$ cat src/rtl/ahb_rr_arbiter.sv
// ahb_rr_arbiter: three-master round-robin AHB arbiter with locking, hold limit and error release
module ahb_rr_arbiter #(
  parameter int MAX_HOLD = 16
) (
  input  logic       hclk,
  input  logic       hresetn,
  input  logic       hbusreq_1,
  input  logic       hbusreq_2,
  input  logic       hbusreq_3,
  input  logic       hlock_1,
  input  logic       hlock_2,
  input  logic       hlock_3,
  input  logic       hready,
  input  logic       hresp,
  output logic       hgrant_1,
  output logic       hgrant_2,
  output logic       hgrant_3,
  output logic [1:0] hmaster,
  output logic [1:0] hmaster_data,
  output logic       hmastlock
);
  typedef enum logic [1:0] {IDLE = 2'b01, OWN = 2'b10} state_t;
  localparam logic [7:0] HOLD_MAX = 8'(MAX_HOLD - 1);
  state_t     state;
  logic [1:0] owner, last, win, idx;
  logic [7:0] hold_cnt;
  logic [3:0] req, lck;
  logic [3:1] gnt;
  logic       own_req, own_lck, others, rel;
  assign req = {hbusreq_3, hbusreq_2, hbusreq_1, 1'b0};
  assign lck = {hlock_3, hlock_2, hlock_1, 1'b0};
  assign {hgrant_3, hgrant_2, hgrant_1} = gnt;
  always_comb begin
    own_req = req[owner];
    own_lck = lck[owner];
    others  = |(req & ~(4'b0001 << owner));
    rel     = (!own_req && !own_lck) || (hold_cnt == HOLD_MAX && !own_lck && others) || hresp;
    win     = 2'd0;
    idx     = 2'd0;
    for (int i = 3; i >= 1; i--) begin
      idx = 2'((int'(last) + i - 1) % 3 + 1);
      win = req[idx] ? idx : win;
    end
  end
  always_ff @(posedge hclk or negedge hresetn) begin
    if (!hresetn) begin
      state        <= IDLE;
      owner        <= 2'd0;
      last         <= 2'd3;
      hold_cnt     <= 8'd0;
      gnt          <= 3'b000;
      hmaster      <= 2'd0;
      hmaster_data <= 2'd0;
      hmastlock    <= 1'b0;
    end else if (state != IDLE && state != OWN) begin
      state    <= IDLE;
      owner    <= 2'd0;
      hold_cnt <= 8'd0;
      gnt      <= 3'b000;
    end else if (hready) begin
      hmaster      <= state == OWN ? owner : 2'd0;
      hmastlock    <= state == OWN && own_lck;
      hmaster_data <= hmaster;
      if (state == IDLE ? win != 2'd0 : rel && win != 2'd0) begin
        state    <= OWN;
        owner    <= win;
        last     <= win;
        hold_cnt <= 8'd0;
        gnt      <= {win == 2'd3, win == 2'd2, win == 2'd1};
      end else if (state == OWN && rel) begin
        state    <= IDLE;
        owner    <= 2'd0;
        hold_cnt <= 8'd0;
        gnt      <= 3'b000;
      end else if (state == OWN) begin
        hold_cnt <= hold_cnt == HOLD_MAX ? hold_cnt : hold_cnt + 8'd1;
      end
    end
  end
endmodule

$ cat config.mk
export PLATFORM = sky130hd
export DESIGN_NAME = ahb_rr_arbiter
export DESIGN_NICKNAME = d
export VERILOG_FILES = /design/src/rtl/ahb_rr_arbiter.sv
export SDC_FILE = /design/constraint.sdc
export NUM_CORES = 1
export LEC_CHECK = 0
export ABC_AREA = 1
export BUFFER_PORTS_ARGS = -buffer_cell sky130_fd_sc_hd__clkbuf_2
export CORE_MARGIN = 8
export CORE_UTILIZATION = 60
export DETAILED_ROUTE_END_ITERATION = 8
export PLACE_DENSITY_LB_ADDON = 0.08
export SYNTH_ARGS = -nofsm -noshare
export SYNTH_HDL_FRONTEND = slang
export SYNTH_SLANG_ARGS = --single-unit
export TNS_END_PERCENT = 100
$ cat constraint.sdc
create_clock -name hclk -period 3.8 [get_ports hclk]
set_clock_uncertainty 0.1 [all_clocks]
set_input_delay 0.76 -clock hclk [delete_from_list [all_inputs] [get_ports hclk]]
set_output_delay 0.76 -clock hclk [all_outputs]
set_load 0.03 [all_outputs]
Word-level counts from Yosys, hierarchy flattened
Index checks and enable logic that the tools add are counted.

Word-level logic and storage cells: 91. Output and inout bits: 8. Bits in registers: 22. Input bits: 10.

$add $sub $neg: 10. Reduce and logical (&&, ||, !) cells: 20. Shift-type cells: 1. Multiplexer cells: 33. Equality and inequality tests: 9. Bitwise logic cells: 3. $lt $le $gt $ge: 4. Divide/modulo/power cells: 3.

Operators by type and width (number): $mod 32x3->32 const B (3); $mux 8 (6); $mux 2 (12); $lt 2x3->1 const B (4); $mux 3 (4); $sub 3x1->4 const B (3); $bmux 1 s2 (5); $add 8x1->8 const B (1); $eq 8x4->1 const B (1); $logic_and 1x1->1 (7); $add 2x2->2 const B (3); $add 2x2->3 const B (2); $eq 2x2->1 const B (3); $mux 1 (6); $reduce_and 3->1 (2); $and 4x4->4 (1); $eq 2x1->1 const B (2); $ne 4x1->1 const B (1); $not 4->4 (1); $reduce_and 2->1 (2); $reduce_bool 2->1 (2); $reduce_bool 4->1 (1); $reduce_or 4->1 (1); $shl 1x2->4 const A (1); other kinds (7) (9).

Longest topological paths before layout
Gate-level depths: netlist of run 1.

Depth in word-level cells: 15. Gate-level depth with buffers: 16. Mapped depth without buffers: 15.

Least setup slack after synthesis of run 1
No wires, ideal clock.

Path kind: flip-flop to flip-flop. Start point: reg last[0]. End point: reg gnt[3] (netlist name). Arrival: 1.922 ns. Period minus slack after synthesis: 2.146 ns. Buffers on the path: 1. Data required time: 3.576 ns. Path slack: 1.654 ns. Cell stages (with the launch flop): 17. Library setup time: 0.124 ns. Cells stage by stage: dfstp_2 -> inv_1 -> ha_1 -> inv_2 -> nand2_1 -> nand2_1 -> nand2_1 -> nand2_1 -> nor2_1 -> nor2_1 -> nand2_1 -> nand2_4 -> buf_8 -> nand3_4 -> nand2_4 -> nand2_1 -> o21ai_2.

Word-level cells in the longest chain between the ends: 15. Elaborated cells between the ends (all ways): 30. Classes of those cells: 9 x add/sub; 3 x div; 1 x eq/ne; 13 x mux; 4 x reduce/logical.

Ends and longest elaborated chain: start: declaration (line 25) `logic [1:0] owner, last, win, idx;`; start signal: assignment (line 67) `last <= win;`; $add 2x2->3 (line 41) `idx = 2'((int'(last) + i - 1) % 3 + 1);`; $sub 3x1->4 (line 41); $mod 32x3->32 (line 41); $add 2x2->2 (line 41); $bmux 1 s2 (line 42) `win = req[idx] ? idx : win;`; $mux 1 (implied by the code) (line 42); $mux 2 (2 in series) (line 42); $mux 2 (*) (line 42); $reduce_bool 2->1 (line 64) `if (state == IDLE ? win != 2'd0 : rel && win != 2'd0) begin`; $logic_and 1x1->1 (line 64); $mux 1 (line 64); $mux 3 (line 64); $mux 3 (line 60) `end else if (hready) begin`; $mux 3 (line 55) `end else if (state != IDLE && state != OWN) begin`; end signal: assignment (line 69) `gnt <= {win == 2'd3, win == 2'd2, win == 2'd1};`; end: declaration (line 28) `logic [3:1] gnt;`.

Every way passes the cells marked *; elsewhere a longest branch is shown, timed or not. The select of a mux whose other input is x is not followed. A chain may end at the register's enable or synchronous reset.

Worst setup path after layout of run 1
Start point: reg last[0]. End point: reg hold_cnt[0].

Word-level cells in the longest chain between the ends: 15. Elaborated cells between the ends (all ways): 30. Classes of those cells: 9 x add/sub; 3 x div; 1 x eq/ne; 13 x mux; 4 x reduce/logical.

Ends and longest elaborated chain: $add 2x2->3 (line 41); $sub 3x1->4 (line 41); $mod 32x3->32 (line 41); $add 2x2->2 (line 41); $bmux 1 s2 (line 42); $mux 1 (implied by the code) (line 42); $mux 2 (2 in series) (line 42); $mux 2 (*) (line 42); $reduce_bool 2->1 (*) (line 64); $logic_and 1x1->1 (line 64); $mux 1 (*) (line 64); $mux 8 (line 64); $mux 8 (line 60); $mux 8 (line 55); end signal: assignment (line 76) `hold_cnt <= hold_cnt == HOLD_MAX ? hold_cnt : hold_cnt + 8'd1;`; end: declaration (line 26) `logic [7:0] hold_cnt;`.

Marked as above.

==> results of run 1 <==
==> worst max-delay path, cell delays in order, from the launching register on <==
cell and delay, ns:
dfstp_2 0.57, inv_1 0.07, ha_1 0.36, inv_2 0.11
nand3_1 0.11, nand3_1 0.10, nand2_1 0.06, a21oi_2 0.17
nand2_1 0.11, nand2_4 0.18, o211ai_4 0.15, nand2_4 0.13
nand2_1 0.06, nand2_1 0.07
==> metrics by stage <==
step	std cells	utilization (%)	cell area, sq um
after floorplan	209	-	1580
after global placement	253	67.6	1680
after detailed placement	253	67.6	1680
after CTS	257	69.7	1730
after global routing	257	69.7	1730
final	257	69.7	1730
==> area by class of cell <==
cell class              instances  area (sq um)  area share, %
repair buffers                 17          85.1           4.92
flip-flops and latches         22           554           32.1
multi-input cells             160           908           52.6
inverters                      24          90.1           5.21
clock inverters                 1          30.0           1.74
well taps                      30          37.5           2.17
clock buffers                   3          22.5           1.30
==> power by group through the flow <==
stage	Combinational, mW	Clock, mW	Sequential, mW
2_1_floorplan	0.677	0	0.365
3_3_place_gp	0.788	0	0.342
3_5_place_dp	0.821	0	0.346
4_1_cts	0.826	0.185	0.342
5_1_grt	0.927	0.196	0.348
6_report	0.824	0.182	0.342
==> kinds of logic after synthesis <==
logic type,Yosys count,synth area share (%)
AO/OA/AOI/OAI,27,11.0
XOR/XNOR,6,3.33
adder cells (fa/ha/maj),8,6.35
buffers and inverters,27,7.22
flip-flops,22,35.2
AND/OR/NAND/NOR,119,36.9
==> path summary, 6_finish.rpt <==
| check | from | end | slack, ns | cells after the start |
|---|---|---|---|---|
| max in group asynchronous | hresetn | last[1] | 2.93 | 1 |
| min | hresetn | hmaster_data[0] | 0.29 | 1 |
| min in group hclk | hmaster_data[0] | hmaster_data[0] | 0.40 | 2 |
| min reg2reg | hmaster_data[0] | hmaster_data[0] | 0.40 | 2 |
| max reg2reg | last[0] | hold_cnt[0] | 1.40 | 13 |
| max | last[0] | hold_cnt[0] | 1.40 | 13 |
==> sequential cells by signal, summed over array words and instances (netlist names) <==
name / count
last: 2
hold_cnt: 8
hmaster: 2
hmaster_data: 2
owner: 2
hmastlock: 1
gnt: 3
state: 2
==> layout by cell type (no fill, tap or decap), types with 2 or more instances in the layout <==
| master | netlist | routed |
|---|---|---|
| a21oi_1 | 9 | 9 |
| a21oi_2 | 2 | 2 |
| clkbuf_2 | 0 | 17 |
| clkbuf_4 | 0 | 3 |
| dfrtp_1 | 19 | 19 |
| dfstp_2 | 3 | 3 |
| ha_1 | 8 | 8 |
| inv_1 | 21 | 21 |
| inv_2 | 3 | 3 |
| nand2_1 | 61 | 61 |
| nand2_2 | 3 | 3 |
| nand2_4 | 4 | 4 |
| nand3_1 | 23 | 23 |
| nand3_4 | 2 | 2 |
| nor2_1 | 19 | 19 |
| nor2_4 | 3 | 3 |
| o21ai_0 | 7 | 7 |
| o21ai_1 | 2 | 2 |
| o21ai_2 | 3 | 3 |
| o22ai_1 | 3 | 3 |
| xnor2_1 | 3 | 3 |
| xor2_1 | 3 | 3 |
==> routing by layer <==
layer  up-vias  part of all wire [%]  global-route usage, %
met4         0                   2.1                   7.57
li1        718                     -                      -
met5         -                     0                      0
met2        42                    54                   32.4
met1       659                    40                   17.7
met3        10                   4.2                   3.15
==> out/results.txt, run 1 <==
The run finished with clean final reports. The worst path needs 2.40 ns of the cycle, external delays included. The number of setup buffers added after CTS is 0. The relative area change from synthesis to final layout is 9.60%, and the number of nets in the layout is 246. In this run, CTS created clock tree buffers numbering 3. The synthesized design contains 0 enable-type register cells.

For the highest clock frequency the design can meet, the log shows 0.416 GHz. Of the total power, registers draw 25.4%. Net switching is 51.5% of the power. Max-cap violations in this run came to 0. Of the synthesized area, sequential elements account for 35.2%.

For the pin with the worst max-slew slack, the measured transition is 0.533 ns. The count of antenna-violating nets left after detailed routing was 0. For the headroom to the max-slew limit, the log shows 64.4%. In the post-synthesis netlist, the cell with the most instances is nand2_1. Total power for the finished layout comes to 1.35 mW. The wire length per cell after detailed routing works out to 13.4 um.

The via count of the first global-routing pass was 1504. Buffer cell driving the clock tree root: clkbuf_4. Share of synthesized flip-flops with an asynchronous set or reset: 100%.

The synthesis warning total was 0. TritonCTS built the clock tree. Counting distinct cell types in the post-synthesis netlist gives 28. Dominant synthesized flop cell: dfrtp_1. The run gives 0 as the overflow left after global routing.

0 antenna diodes ended up in the layout. The post-route netlist has 20.7% of its cells at a drive strength greater than 1. Entering global routing, the biggest net connects 23 pins.

The final count of hold timing violations was 0; the total negative slack for setup checks was 0 ns. Clock latency on the worst-skew pair, taken at its later pin, is 0.31 ns. The final count of pins violating max slew came out at 0. The filler cell count was 198; the cell-internal power was 0.654 mW. The worst setup path is captured at a flop. Data on the critical path is required at its endpoint by 3.96 ns. CTS saw 22 sinks. The setup-violating endpoint count in the final report was 0; the average vias per placed instance was 5.56.

The run gives 1 as the CTS H-tree depth. Clock-pin slew was measured on the worst setup and hold paths at 0.13 ns. The top-level port count is 18. Across every metal layer, demand over resource in global routing totals 17.1%. The total number of placement rows is 18. After synthesis the netlist holds a flip-flop and latch count of 22. The initial antenna violation count was 0. The tools report the clock network power share as 13.5%. For the setup slack at placement, the log shows 1.43 ns.

In the post-synthesis netlist, the biggest area contributors are dfrtp_1 30%, nand2_1 15%, nand3_1 7.3%. In this run the tool buffered the top-level ports with 17 buffer cells. STA classifies the critical path startpoint as a flop.

The congestion estimate from routability-driven global placement came to 0.915. Summed over all layers, the routed wires come to 3430 um. Sorting the synthesized cells by how often they occur yields 61 x nand2_1, 23 x nand3_1, 21 x inv_1, 19 x dfrtp_1, 19 x nor2_1.

The mean area per synthesized cell was 7.54 sq um. Synthesis produced a netlist with a net count of 227. For this design, the CTS-stage hold fixing added 0 buffers. The minimum hold slack was 0.295 ns; the static leakage was 0.896 nW. Cell area after technology mapping: 1580 sq um. For the number of vias in the routed layout, the log shows 1429.

The initial cell density of the core is 63.6%, and the final cycle utilization of the critical path is 63.2%. Setup repair after global routing left no endpoint under its margin. The run gives 81 as the starting DRC count in detailed routing. Path type of the worst setup path: reg2reg. In this run, the combinational gates consume 61.1% of the power.

The total net switching power is 0.695 mW, and the die boundary height is 67.3 um. Die area: 4520 sq um. The half-perimeter wire length of the detailed placement result was 2670 um; the arrival time at the worst endpoint was 2.56 ns. For this run, design rule violations remaining after detail routing come to 0. In this run, post-CTS repair resized a total of 0 instances. The first TritonRoute pass finished after 4 iterations. The synthesized design spends more area on one cell type than any other, namely dfrtp_1. Horizontal die dimension: 67.3 um.

Once routing completed, OpenROAD measured the worst setup slack at 1.40 ns. The synthesized netlist cell count was 209. Global-route wire length before repair: 6200 um.

The min-delay analysis places its worst path in the category in2async. The share of synthesized area in the top cell type comes to 30.2%. The floorplan step defined a core boundary enclosing 2480 sq um. The highest net fanout along the worst path was 12; the power density over the cells was 780 nW/um^2. The worst-case IR drop observed on VDD is 0.722 mV. Maximum root-to-sink buffer count: 2.
Power figures use the tool's default switching activity.
==> inputs of run 2 (changes only) <==
--- a/config.mk
+++ b/config.mk
@@ -5,10 +5,10 @@
 export SDC_FILE = /design/constraint.sdc
 export NUM_CORES = 1
 export LEC_CHECK = 0
-export ABC_AREA = 1
+export ABC_AREA = 0
 export BUFFER_PORTS_ARGS = -buffer_cell sky130_fd_sc_hd__clkbuf_2
 export CORE_MARGIN = 8
-export CORE_UTILIZATION = 60
+export CORE_UTILIZATION = 52
 export DETAILED_ROUTE_END_ITERATION = 8
 export PLACE_DENSITY_LB_ADDON = 0.08
 export SYNTH_ARGS = -nofsm -noshare
==> constraint.sdc (replaced) <==
create_clock -name hclk -period 1.9 [get_ports hclk]
set_clock_uncertainty 0.1 [all_clocks]
set_input_delay 0.38 -clock hclk [delete_from_list [all_inputs] [get_ports hclk]]
set_output_delay 0.38 -clock hclk [all_outputs]
set_load 0.03 [all_outputs]
==> run 2 against run 1 <==
  * The run now ends with setup timing left
  * Sequential share of layout area down 6.9 points
  * Clock power up 54%
  * Wire length up 47%
  * Critical path depth down 4
  * Combinational power rose to 3.5 times the previous value
  * Synthesized cell count down 18%
  * Final area up 28%
  * Critical endpoint is now hold_cnt[4]
  * Largest cell class unchanged
==> out/results.txt, run 2 <==
The total area inside the core boundary comes to 2780 sq um. Data on the critical path is required at its endpoint by 2.07 ns. The detail route stage leaves a number of antenna-violating nets equal to 0. Summed over all instances, the cell type with the most area after synthesis is dfrtp_1.

Via count of the first global-routing pass: 1498. Share of synthesized flip-flops with an asynchronous set or reset: 100%. The cell area after technology mapping was 1540 sq um; the overflow left after global routing was 0. The logs give -0.650 ns for the setup slack after layout and 190 for the post-synthesis net count.

The power density over the cells is 1750 nW/um^2. The number of CTS-inserted buffers was 3. Net switching is 46.3% of the power. For this run, the detailed router's first-pass iteration total came to 4. The tools report the synthesized netlist cell count as 172.

The run gives 1 as the CTS H-tree depth. The element type at the critical path start is a flop. The clock net in this run drives a total of 22 sinks.

The number of buffers inserted by port buffering is 17. The count of antenna diodes in the layout is 0, and the worst voltage drop across the vdd grid is 1.54 mV. The logs give 0 for the total of max-cap violations and 0.33 ns for the later-pin clock latency in the skew report. Buffer cell driving the clock tree root: clkbuf_4. Setup repair after global routing could not meet its margin everywhere. The final count of pins violating max slew was 0; the final wirelength was 5060 um. The relative area change from synthesis to final layout was 43.2%; the register share of total power was 18.4%. The ratio of cells with drive above 1 in the final layout is 47.4%, and the routed metal-1 wire length is 2090 um.

The register with the most flip-flops was hold_cnt. Counting flops with a built-in enable in the synthesized netlist gives 0. The global-route wire length before repair was 7040 um. The clock-pin slew reported for the worst setup and hold paths after clock tree synthesis is 0.13 ns, and the post-route core utilization is 79.2%. For the highest clock frequency the design can meet, the log shows 0.392 GHz.

Sorting the synthesized cells by how often they occur yields 35 x nand2_1, 19 x dfrtp_1, 10 x nand3_1, 9 x o21ai_0, 8 x ha_1. The total net switching power was 1.79 mW; the die area was 4960 sq um. The worst path buffer plus inverter count was 1.

The tools report the total number of placement rows as 19. The horizontal die dimension was 70.4 um. The global-route total usage across every layer is 16.9%, and the proportion of netlist area held by the largest area contributor is 30.9%. The smallest clock period supported by the final layout is computed as 2.55 ns.

The tools report the number of vias in the routed layout as 1627. Leaving out fill and tap cells, the most frequent cells in the layout are 41 x buf_4, 30 x nand2_1, 19 x dfrtp_1. In this design, the largest share of critical-path delay is due to compound AO/OA/AOI/OAI gates.

The type of the tightest min-delay check was in2reg. Highest net fanout along the worst path: 6. After synthesis, the cell types taking the most area are dfrtp_1 31%, nand2_1 8.5%, ha_1 6.5%.

The run gives 2 as the maximum root-to-sink buffer count. Traced cell by cell, the critical path runs through buf_12, ha_4, nand2_2, a22o_1, a211oi_4, o221ai_2, and2_4, or4_1, o2bb2ai_1. From bottom edge to top edge, the die measures 70.4 um.

The starting DRC count in detailed routing was 212. The largest registers in the layout are hold_cnt (8), gnt (3). The logs give 0 for the final count of hold timing violations and 61.2% for the headroom to the max-slew limit. TritonCTS built the clock tree.

For the routed wire length on met3, the log shows 291 um. The initial antenna violation count was 0. Entering global routing, the biggest net connects 23 pins. After synthesis, the netlist uses 52 different library cells. By startpoint and endpoint, the worst setup path is classified as reg2reg. For the setup-violating endpoint count in the final report, the log shows 17. The logs give 0.854 for the final weighted congestion in routability-driven placement and 2510 um for the length of routed met2 wiring. The final cycle utilization of the critical path was 134%; the sequential element share of the synthesized area was 36.0%. Of the total power, combinational logic draws 74.3%. For this configuration, the core starts out at a cell density of 55.3%. The run gives 0 as the number of design rule violations left after detail routing. The synthesis-stage register bit count works out to 22.

The internal portion of the total power is 2.07 mW. Leaving out fill and tap cells, the most frequent cell in the layout is buf_4. For the setup slack at placement, the log shows -0.567 ns. The checks that failed: setup timing. The analysis attributes to cell leakage a power of 1.04 nW.

In the routed layout, each cell is associated on average with a via count of 6.19. Yosys instantiated no cell more often than nand2_1. The wire length per cell after detailed routing was 19.2 um.

Number of nets in the layout: 251. The cell with the largest stage delay on the worst path is dfstp_2. The half-perimeter wire length of the detailed placement result was 3020 um.

For the pin with the worst max-slew slack, the measured transition is 0.582 ns. The most used flip-flop cell after synthesis is dfrtp_1. The clock network power share is 7.3%.

For this run, the number of Yosys warnings is 0. Category of the worst setup path capture point: a flop. After detailed routing, no signal wire sits above met4. The run finished, with violations left. The tools report the arrival time at the worst endpoint as 2.72 ns. On the worst path, the slowest cell contributes a delay of 0.63 ns. The tools report the top-level port count as 18.

The register with the most flip-flops in the layout has 8 of them. The average instance in the mapped netlist occupies 8.95 sq um.
==> run 2: cell families after synthesis <==
logic type      Yosys count  share of synthesized area (%)
simple gates             83                           29.4
mux                       5                           3.41
compound gates           39                           18.6
buf+inv                  15                           6.10
flops                    22                           36.0
fa+ha+maj                 8                           6.50
==> run 2: what timing repair did <==
action,4_1_cts,5_1_grt
endpoints found under the setup margin,17,18
hold buffers,1,0
gates cloned,0,0
endpoints found under the hold margin,19,0
pin swaps,12,15
resized for setup,9,31
buffers inserted,5,6
==> run 2: power groups by stage <==
stage          Sequential, mW  Clock (mW)  Combinational (mW)
3_5_place_dp            0.701           0                1.93
3_3_place_gp            0.690           0                1.85
2_1_floorplan           0.783           0                1.19
4_1_cts                 0.696       0.269                2.15
6_report                0.711       0.280                2.87
5_1_grt                 0.720       0.290                3.06
==> run 2: through the flow <==
| stage | setup TNS (ns) | total power, mW | std cells | area, sq um | hold WS [ns] |
|---|---|---|---|---|---|
| after global placement | -4.56 | 2.54 | 247 | 1900 | 0.288 |
| after detailed placement | -6.51 | 2.63 | 247 | 1900 | 0.286 |
| after floorplan | -4.22 | 1.98 | 172 | 1580 | -0.0156 |
| after CTS | -7.74 | 3.11 | 257 | 2010 | 0.334 |
| after global routing | -10.84 | 4.07 | 263 | 2200 | 0.339 |
| final | -9.24 | 3.86 | 263 | 2200 | 0.322 |
==> run 2: worst paths after layout <==
path                            startpoint           to  slack, ns  cells past startpoint
worst max-delay path               last[1]  hold_cnt[4]      -0.65                      9
worst min-delay path                hready  hold_cnt[6]       0.32                      3
worst max register to register     last[1]  hold_cnt[4]      -0.65                      9
worst min register to register   hmastlock    hmastlock       0.39                      2
max in group asynchronous          hresetn      last[1]       0.86                      2
min in group asynchronous          hresetn  hold_cnt[6]       0.46                      2
==> run 2: area by class of cell <==
class                      instances  area [sq um]
fill                             164           578
clock buffer                       4          36.3
sequential                        22           554
tap                               31          38.8
inverter                           7          31.3
multi-input combinational        135          1070
timing repair buffer              64           468
==> run 2: metal layers <==
layer | global-route usage [%] | vias to the layer above
met5 | 0 | -
met4 | 5.13 | 0
met3 | 3.11 | 19
met2 | 28.7 | 79
met1 | 21.1 | 786
li1 | - | 743
==> run 2: worst register-to-register path, delay by kind of cell (launching register included) <==
family	cells	cell delay (ns)
AOI/OAI and AO/OA	4	0.81
and+or+nand+nor	3	0.65
adders and majority gates	1	0.18
buffers and inverters	1	0.13
DFF	1	0.63
